===== config.mk =====
export PLATFORM = sky130hd
export DESIGN_NAME = fir_mac_seq
export DESIGN_NICKNAME = d
export VERILOG_FILES = /design/src/rtl/fir_mac_seq.sv
export SDC_FILE = /design/constraint.sdc
export NUM_CORES = 1
export LEC_CHECK = 0
export ABC_CLOCK_PERIOD_IN_PS = 12600
export CORE_MARGIN = 2
export CORE_UTILIZATION = 50
export DETAILED_ROUTE_END_ITERATION = 10
export PLACE_DENSITY = 0.65
export SLEW_MARGIN = 20
export SYNTH_ARGS = -nofsm -noshare
export SYNTH_HDL_FRONTEND = slang
export SYNTH_SLANG_ARGS = --single-unit

===== constraint.sdc =====
create_clock -name clk -period 12.6 [get_ports clk]
set_clock_uncertainty 0.2 [all_clocks]
set_input_delay 2.52 -clock clk [delete_from_list [all_inputs] [get_ports clk]]
set_output_delay 2.52 -clock clk [all_outputs]
set_load 0.01 [all_outputs]

===== src/rtl/fir_mac_seq.sv =====
// fir_mac_seq: single-MAC time-multiplexed FIR, one tap per clock; define FIR_SAT_EN to saturate the output instead of wrapping
module fir_mac_seq #(
  parameter int N_TAPS = 8,
  parameter int DW = 8,
  parameter int CW = 8,
  parameter int OW = 16,
  parameter int SHIFT = 0,
  localparam int AW = DW + CW + $clog2(N_TAPS),
  localparam int AAW = (N_TAPS > 1) ? $clog2(N_TAPS) : 1
) (
  input  logic                  clk,
  input  logic                  res,
  input  logic                  in_valid,
  output logic                  in_ready,
  input  logic signed [DW-1:0]  in_data,
  output logic                  out_valid,
  input  logic                  out_ready,
  output logic signed [OW-1:0]  out_data,
  input  logic                  coef_we,
  input  logic [AAW-1:0]        coef_addr,
  input  logic signed [CW-1:0]  coef_wdata,
  output logic                  busy
);
  localparam int RW = (AW + 1 > OW) ? AW + 1 : OW;
  localparam logic signed [AW:0] RND = ((AW + 1)'(1) << SHIFT) >> 1;
  localparam logic signed [RW-1:0] MAXV = {{(RW - OW + 1){1'b0}}, {(OW - 1){1'b1}}};
  localparam logic signed [RW-1:0] MINV = ~MAXV;
  typedef enum logic [1:0] {IDLE, MAC, OUT} state_t;
  state_t state_q, state_d;
  logic signed [DW-1:0] d_q [N_TAPS];
  logic signed [DW-1:0] d_d [N_TAPS];
  logic signed [CW-1:0] c_q [N_TAPS];
  logic signed [CW-1:0] c_d [N_TAPS];
  logic signed [AW-1:0] acc_q, acc_d, acc_sum;
  logic [AAW-1:0] k_q, k_d;
  logic signed [OW-1:0] out_data_q, out_data_d;
  logic signed [DW+CW-1:0] prod;
  logic signed [AW:0] rnd_sum, r_sh;
  logic signed [RW-1:0] r;
  logic signed [OW-1:0] r_n;
  logic last;
  assign in_ready = state_q == IDLE;
  assign out_valid = state_q == OUT;
  assign busy = state_q != IDLE;
  assign out_data = out_data_q;
  assign last = k_q == AAW'(N_TAPS - 1);
  // Current tap product folded into the running sum, then rounded, shifted and narrowed
  always_comb begin
    prod = d_q[k_q] * c_q[k_q];
    acc_sum = acc_q + {{(AW - DW - CW){prod[DW+CW-1]}}, prod};
    rnd_sum = {acc_sum[AW-1], acc_sum} + RND;
    r_sh = rnd_sum >>> SHIFT;
    r = RW'(r_sh);
`ifdef FIR_SAT_EN
    r_n = (r > MAXV) ? MAXV[OW-1:0] : (r < MINV) ? MINV[OW-1:0] : r[OW-1:0];
`else
    r_n = OW'(r);
`endif
  end
  // Next state: coefficient writes and sample shift-in in IDLE, one tap per MAC cycle, hold result in OUT
  always_comb begin
    state_d = state_q;
    acc_d = acc_q;
    k_d = k_q;
    out_data_d = out_data_q;
    d_d = d_q;
    c_d = c_q;
    if (state_q == IDLE) begin
      for (int j = 0; j < N_TAPS; j++)
        if (coef_we && coef_addr == AAW'(j)) c_d[j] = coef_wdata;
      if (in_valid) begin
        d_d[0] = in_data;
        for (int j = 1; j < N_TAPS; j++) d_d[j] = d_q[j-1];
        acc_d = '0;
        k_d = '0;
        state_d = MAC;
      end
    end else if (state_q == MAC) begin
      acc_d = acc_sum;
      k_d = k_q + 1'b1;
      if (last) begin
        out_data_d = r_n;
        state_d = OUT;
      end
    end else begin
      state_d = out_ready ? IDLE : state_q;
    end
  end
  // State register; reset clears delay line, coefficients and any partial result
  always_ff @(posedge clk) begin
    if (res) begin
      state_q <= IDLE;
      acc_q <= '0;
      k_q <= '0;
      out_data_q <= '0;
      for (int j = 0; j < N_TAPS; j++) begin
        d_q[j] <= '0;
        c_q[j] <= '0;
      end
    end else begin
      state_q <= state_d;
      acc_q <= acc_d;
      k_q <= k_d;
      out_data_q <= out_data_d;
      d_q <= d_d;
      c_q <= c_d;
    end
  end
endmodule


# == Word level (Yosys, flattened, before mapping) ==
# Cells that the tools add are included.
# classes
bitwise,2
n_lt_le_gt_ge,1
eq_ne,12
multipliers,1
n_reduce_logical,25
n_mux,17
n_addsub,2
# op_table
operator,n
19-bit two-way mux,3
8-bit binary-select mux with 3-bit select,2
8-bit two-way mux,4
2-bit AND reduction,10
19-bit adder,1
8-bit by 8-bit multiplier with 16-bit output,1
3-bit equality test (second input constant),5
2-bit two-way mux,5
3-bit two-way mux,3
1-bit logical AND,8
3-bit by 2-bit equality test with 1-bit output (second input constant),2
3-bit AND reduction,2
4-bit >= comparator (second input constant),1
3-bit NOT with 4-bit output,1
2-bit nonzero test,2
3-bit by 1-bit adder with 3-bit output (second input constant),1
3-bit by 1-bit equality test with 1-bit output (second input constant),1
3-bit logical NOT,1
3-bit != test (second input constant),1
3-bit nonzero test,1
2-bit by 1-bit equality test with 1-bit output (second input constant),1
2-bit equality test (second input constant),1
2-bit logical NOT,1
2-bit != test (second input constant),1
1-bit NOT,1
# word_totals
regBits,168
elab_cells,80

# == Longest topological paths before layout ==
# Gate-level depths: netlist of the first run.
# logic_depth
word_depth,8
mapped_depth,29
depth_no_buf,27

# == Worst setup path after synthesis of the first run ==
# No wires, ideal clock.
# synth_timing
path_kind,reg2reg
startpoint,register k_q[0]
endpoint,register acc_q[15]
t_required_ns,12.333
path_buffers,2
arrival_ns,6.091
stages_incl_launch_ff,27
setup_ns,0.067
slack_ns,6.242
period_less_slack_ns,6.358
cell_sequence,dfxtp_1 > buf_4 > buf_6 > mux4_2 > mux2i_2 > nand2b_1 > fa_1 > fa_1 > inv_1 > fa_1 > inv_1 > fa_1 > inv_1 > ha_1 > a21oi_1 > o21bai_1 > a21oi_2 > xnor2_1 > ha_1 > a21o_1 > nor3_1 > o21a_1 > o2bb2ai_1 > o21ai_0 > xnor2_1 > nand2_1 > a21oi_2
# synth_between
elab_chain_len,8
# synth_lines
item,line,rtl
start: declaration,35,"logic [AAW-1:0] k_q, k_d;"
start signal: assignment,103,k_q <= k_d;
3-bit NOT with 4-bit output (not written as such) (*),49,prod = d_q[k_q] * c_q[k_q];
8-bit binary-select mux with 3-bit select,49,
8-bit two-way mux (not written as such) (2 in a row),49,
8-bit by 8-bit multiplier with 16-bit output (*),49,
19-bit adder (*),50,"acc_sum = acc_q + {{(AW - DW - CW){prod[DW+CW-1]}}, prod};"
19-bit two-way mux (*),78,end else if (state_q == MAC) begin
19-bit two-way mux (*),68,if (state_q == IDLE) begin
end signal: assignment,93,acc_q <= '0;
end signal: assignment,102,acc_q <= acc_d;
end: declaration,34,"logic signed [AW-1:0] acc_q, acc_d, acc_sum;"
# Mark *: on every way between the ends. The rest lies on a longest branch, timed or not. The select of a mux whose other input is x is not followed.
# A chain may end at the register's enable or synchronous reset.

# == Final worst setup path of the first run ==
# Ends and elaborated chain as after synthesis.

==> results.cfg, run 1 <==
[worst_setup_path]
crit_arrival_ns = 7.47
path_class = register to register
max_stage_delay_ns = 0.61
crit_family = adder cells
crit_path_max_fanout = 23
end_kind = register
cp_slowest_cell = dfxtp_2
critical_path_buf_inv_count = 4
startpoint_type = register
worst_path_most_repeated_cell = fa_1
critPathRequiredTime_ns = 12.76

[pwr]
power_density_nw_per_um2 = 104
vdd_drop_max_v = 0.000110
p_leak_nw = 4.65

[clock_tree]
clk_latency_ns = 0.44
ctsHoldBuffers = 0
cts_tree = yes
cts.root.buffer_cell = clkbuf_16
htreeDepth = 4
cts.path.max_buffers = 2
cts_made_buffers = 17
cts_setup_buffers = 0
cts_num_sinks = 165
cts_resized = 0
clkSlewWorstSetupHoldPaths_ns = 0.07

[yosys]
syn_avg_cell_area_um2 = 9.14
synth-seq-cells = 165
yosys.area.top_type = dfxtp_1
yosys-top-cells-area = dfxtp_1 (33%), fa_1 (11%), mux4_2 (7.2%), nand2_1 (7.0%), mux2i_1 (6.7%)
synth-edff-count = 0
ys_async_sr_fraction_pct = 0
yosys.area.top_type_share_pct = 32.9
syn_area_um2 = 10000
syn_inst = 1099
synth_cell_types = 48
ys.flop_type = dfxtp_1
ys_warn_count = 0
synth-seq-area-share_pct = 32.9
synthesis.nets = 1225

[worst_hold_path]
worstHoldPathType = register to register

[drt]
drtIter0Drc = 331
post_drt_wl_per_cell_um = 15.2
drcViolationCount = 0
routed_wl_um = 21000
via_per_inst = 5.28
ant_nets = 0
drtPass1Iterations = 4
vias = 7297

[placement]
io_buffers = 42
hpwl_um = 14300
gp_congestion = 0.814
dp_slack_ns = 5.23

[finish]
nets = 1231
post-route-util_pct = 57.1
layout-drive-gt1-share_pct = 9.48
num_antenna_cells = 0
area_delta_synth_final_pct = 11.4

[flow_run]
drv_cap = 0

[sta]
whs_ns = 0.254
period_minus_slack_ns = 7.31
rsz0062_at_grt = no
relSlewSlack_pct = 28.2
max_clock_freq_mhz = 137
setup_viol = 0
finalHoldViolations = 0
maxSlewViolCount = 0
timing.final.crit_share_pct = 58.0
tightest_slew_ns = 1.08
tns_ns = 0
setup_ws_ns = 5.29

[outcome]
outcome = completed

[global_routing]
grt_max_degree = 108
grt_pass1_vias = 7160
antenna_found_initial = 0
grt_pass1_wl_um = 35700
gr-usage-all-layers_pct = 20.5
overflow = 0

[die]
die_y_um = 146
core_area_um2 = 19600
io_pins = 43
die_w_um = 146
start_util_pct = 51.3
rows = 51
die_area_um2 = 21200
==> layout make-up <==
class	count	area [um2]
clock inverters	14	180
multi-input cells	785	6130
well taps	265	332
repair buffers	49	474
flip-flops and latches	165	3310
clock buffers	18	439
fillers	1777	8400
inverters	87	327
==> worst min-delay path: stages, from the launching register on <==
cell and delay, ns:
dfxtp_1 0.31, nand2_1 0.05, a21oi_1 0.05
==> cells in the mapped netlist (3+ instances only) <==
cell      count
a31oi_1       3
or2_2        11
xnor2_1      22
nand2_1     188
o21ai_0       8
xor2_1        9
a211oi_1      4
nor2_1      127
mux2i_2       3
nand2b_1      3
clkbuf_1     39
inv_1        87
buf_1         7
a21o_1       11
mux2i_1      67
nor2b_1      10
o21bai_1      4
o21ai_1       4
nand3_1      20
mux2i_4      12
ha_1         46
mux4_2       32
and3_1        3
dfxtp_1     165
buf_6         4
buf_2        10
or2_1         4
nor3_1        7
fa_1         56
a21oi_1     107
o21a_1        4
==> layer usage <==
metal	wire (um)	part of all wire, %	vias to the layer above	global-route usage (%)
li1	-	-	3651	-
met1	9750	46	3536	27.3
met2	10400	49	91	34.9
met3	606	2.9	19	3.32
met4	262	1.2	0	5.39
met5	0	0	-	0
==> where the power goes <==
| group | internal [mW] | leakage [nW] | switching, mW |
|---|---|---|---|
| sequential | 0.528 | 1.33 | 0.00653 |
| clock | 0.277 | 0.301 | 0.263 |
| combinational | 0.0359 | 3.02 | 0.0586 |
| total | 0.841 | 4.65 | 0.328 |
==> worst paths after layout <==
kind / slack, ns / cells after the start / end / from
max: 5.29 / 25 / acc_q[15]$_SDFFE_PP0P_ / k_q[0]$_SDFFE_PP0P_
max reg2reg: 5.29 / 25 / acc_q[15]$_SDFFE_PP0P_ / k_q[0]$_SDFFE_PP0P_
min: 0.25 / 2 / out_data[0]$_SDFFE_PP0P_ / out_data[0]$_SDFFE_PP0P_
min reg2reg: 0.25 / 2 / out_data[0]$_SDFFE_PP0P_ / out_data[0]$_SDFFE_PP0P_
==> layout by cell type (no fill, tap or decap), types with 4 or more instances in the layout <==
master           Yosys  final
nand2_1            188    187
nand3_1             20     20
fa_1                56     56
xor2_1               9      9
a21oi_1            107    107
o21ai_0              8      8
nor3_1               7      7
clkdlybuf4s50_1      0     41
o21bai_1             4      4
clkinv_8             0      4
ha_1                46     46
a211oi_1             4      4
xnor2_1             22     22
mux4_2              32     32
or2_2               11     11
buf_4                1      7
dfxtp_1            165    163
nor2b_1             10     10
or2_1                4      4
a21o_1              11     11
inv_1               87     87
clkbuf_16            0     17
o21ai_1              4      4
inv_8                0      5
o21a_1               4      4
nor2_1             127    127
mux2i_4             12     12
mux2i_1             67     67
==> metrics by stage <==
| step | std cells | area [um2] | power, mW |
|---|---|---|---|
| floorplan | 1099 | 10000 | 0.616 |
| global placement | 1351 | 10600 | 0.642 |
| detailed placement | 1351 | 10600 | 0.643 |
| CTS | 1383 | 11200 | 1.18 |
| global route | 1383 | 11200 | 1.21 |
| finish | 1383 | 11200 | 1.17 |
==> sequential cells by signal, summed over array words and instances, names as in the netlist <==
| register | cells |
|---|---|
| k_q | 3 |
| acc_q | 16 |
| out_data | 16 |
| state_q | 2 |
| d_q | 64 |
| c_q | 64 |
==> cells by family after synthesis <==
group                      count (synthesis)  share of synthesized area (%)
AOI/OAI and AO/OA                        156                           8.81
xor gates and xnor gates                  31                           2.70
adders and majority gates                102                           16.9
buffers and inverters                    149                           6.07
DFF                                      165                           32.9
muxes                                    114                           17.0
and+or+nand+nor                          382                           15.7
No activity file was read; power rests on OpenSTA's default activity.
==> run 2: changes to the inputs <==
--- a/config.mk
+++ b/config.mk
@@ -5,11 +5,11 @@
 export SDC_FILE = /design/constraint.sdc
 export NUM_CORES = 1
 export LEC_CHECK = 0
-export ABC_CLOCK_PERIOD_IN_PS = 12600
+export ABC_CLOCK_PERIOD_IN_PS = 6500
 export CORE_MARGIN = 2
 export CORE_UTILIZATION = 50
 export DETAILED_ROUTE_END_ITERATION = 10
-export PLACE_DENSITY = 0.65
+export PLACE_DENSITY = 0.67
 export SLEW_MARGIN = 20
 export SYNTH_ARGS = -nofsm -noshare
 export SYNTH_HDL_FRONTEND = slang
==> constraint.sdc (replaced) <==
create_clock -name clk -period 6.5 [get_ports clk]
set_clock_uncertainty 0.2 [all_clocks]
set_input_delay 1.3 -clock clk [delete_from_list [all_inputs] [get_ports clk]]
set_output_delay 1.3 -clock clk [all_outputs]
set_load 0.01 [all_outputs]
==> results.cfg, run 2 (synthesized netlist as in run 1, its figures left out) <==
[outcome]
outcome = completed

[worst_setup_path]
startpoint_type = register
crit_path_max_fanout = 8
crit_arrival_ns = 6.56
path_class = register to register
rr_worst_depth = 27
critPathRequiredTime_ns = 6.68
worst_path_most_repeated_cell = fa_1
cp_slowest_cell = fa_1
timing.rr.end = acc_q[15]$_SDFFE_PP0P_
end_kind = register
reg2reg_slack_ns = 0.12
r2r-start = k_q[0]$_SDFFE_PP0P_
max_stage_delay_ns = 0.53

[clock_tree]
cts_tree = yes
cts_made_buffers = 17
ctsHoldBuffers = 0
cts.path.max_buffers = 2
clkSlewWorstSetupHoldPaths_ns = 0.07
cts_num_sinks = 165
cts.root.buffer_cell = clkbuf_16
clk_latency_ns = 0.44
htreeDepth = 4

[drt]
vias = 7565
ant_nets = 0
drtPass1Iterations = 6
post_drt_wl_per_cell_um = 15.6
drtIter0Drc = 438
routed_wl_um = 22400
via_per_inst = 5.26
drcViolationCount = 0

[global_routing]
grt_pass1_vias = 7432
grt_max_degree = 66
antenna_found_initial = 0
grt_pass1_wl_um = 36300
gr-usage-all-layers_pct = 20.9
overflow = 0

[sta]
rsz0062_at_grt = yes
max_clock_freq_mhz = 157
maxSlewViolCount = 0
whs_ns = 0.257
setup_viol = 0
period_minus_slack_ns = 6.38
timing.final.crit_share_pct = 98.2
setup_ws_ns = 0.116
tightest_slew_ns = 0.984
finalHoldViolations = 0
relSlewSlack_pct = 34.2
tns_ns = 0

[worst_hold_path]
hp-start = out_data[0]$_SDFFE_PP0P_
worstHoldPathType = register to register
hold_end = out_data[0]$_SDFFE_PP0P_
hold_depth = 2

[finish]
nFillCells = 1671
num_antenna_cells = 0
area_delta_synth_final_pct = 19.3
nets = 1287
post-route-util_pct = 61.2
layout-drive-gt1-share_pct = 16.5
layout_common_cells = nand2_1 (187), dfxtp_1 (163), nor2_1 (123), a21oi_1 (104), inv_1 (83)
layout_commonest_cell = nand2_1
largestRegisters = c_q x64, d_q x64

[placement]
hpwl_um = 14700
dp_slack_ns = -0.0170
io_buffers = 42
gp_congestion = 0.837

[die]
rows = 51
core_area_um2 = 19600
start_util_pct = 51.3
io_pins = 43
die_area_um2 = 21200
die_y_um = 146
die_w_um = 146

[flow_run]
drv_cap = 0

[pwr]
vdd_drop_max_v = 0.000172
power_density_nw_per_um2 = 198
p_leak_nw = 4.97
run 2: stage by stage:
stage | cells | cell area [um2] | total power, mW
after floorplan | 1099 | 10000 | 1.19
after global placement | 1381 | 10900 | 1.26
after detailed placement | 1381 | 10900 | 1.26
after CTS | 1413 | 11500 | 2.36
after global routing | 1439 | 12000 | 2.45
final | 1439 | 12000 | 2.37
run 2: what timing repair did:
action                                  CTS  global route
pin swaps                                 0            34
cloned                                    0             4
resized for setup                         2            53
buffers inserted                          0            22
endpoints found under the setup margin    2            12
run 2: worst max-delay path by stage:
stage | start | to | slack, ns
final | k_q[0]$_SDFFE_PP0P_ | acc_q[15]$_SDFFE_PP0P_ | 0.12
after global routing | k_q[0]$_SDFFE_PP0P_ | acc_q[15]$_SDFFE_PP0P_ | -0.20
after CTS | k_q[0]$_SDFFE_PP0P_ | acc_q[15]$_SDFFE_PP0P_ | 0.009
after detailed placement | k_q[0]$_SDFFE_PP0P_ | acc_q[15]$_SDFFE_PP0P_ | -0.02
after global placement | k_q[0]$_SDFFE_PP0P_ | acc_q[14]$_SDFFE_PP0P_ | 0.11
after floorplan | k_q[0]$_SDFFE_PP0P_ | acc_q[15]$_SDFFE_PP0P_ | 0.14
run 2: per-layer routing:
metal / vias to the layer above / track usage, % / wire length (um)
li1: 3760 / - / -
met1: 3661 / 27.7 / 10200
met2: 125 / 35.4 / 11300
met3: 19 / 3.70 / 685
met4: 0 / 5.69 / 218
met5: - / 0 / 0
run 2: final cells by class:
class | instances | area [um2] | area share [%]
Timing Repair Buffer | 105 | 1060 | 8.87
Tap cell | 265 | 332 | 2.77
Clock inverter | 14 | 210 | 1.75
Sequential cell | 165 | 3310 | 27.6
Multi-Input combinational cell | 785 | 6320 | 52.7
Inverter | 87 | 327 | 2.72
Clock buffer | 18 | 429 | 3.58
run 2: critical path, delay by kind of cell (launching register included):
kind,cells,cell delay (ns)
adders and majority gates,6,2.62
and+or+nand+nor,3,0.32
muxes,2,0.71
DFF,1,0.44
xor gates and xnor gates,2,0.30
AOI/OAI and AO/OA,8,1.17
buffers and inverters,6,0.55
run 2: power by group:
| group | switching, mW | total (mW) | internal [mW] |
|---|---|---|---|
| clock network | 0.490 | 1.12 | 0.626 |
| logic | 0.127 | 0.224 | 0.0973 |
| registers | 0.0115 | 1.04 | 1.02 |
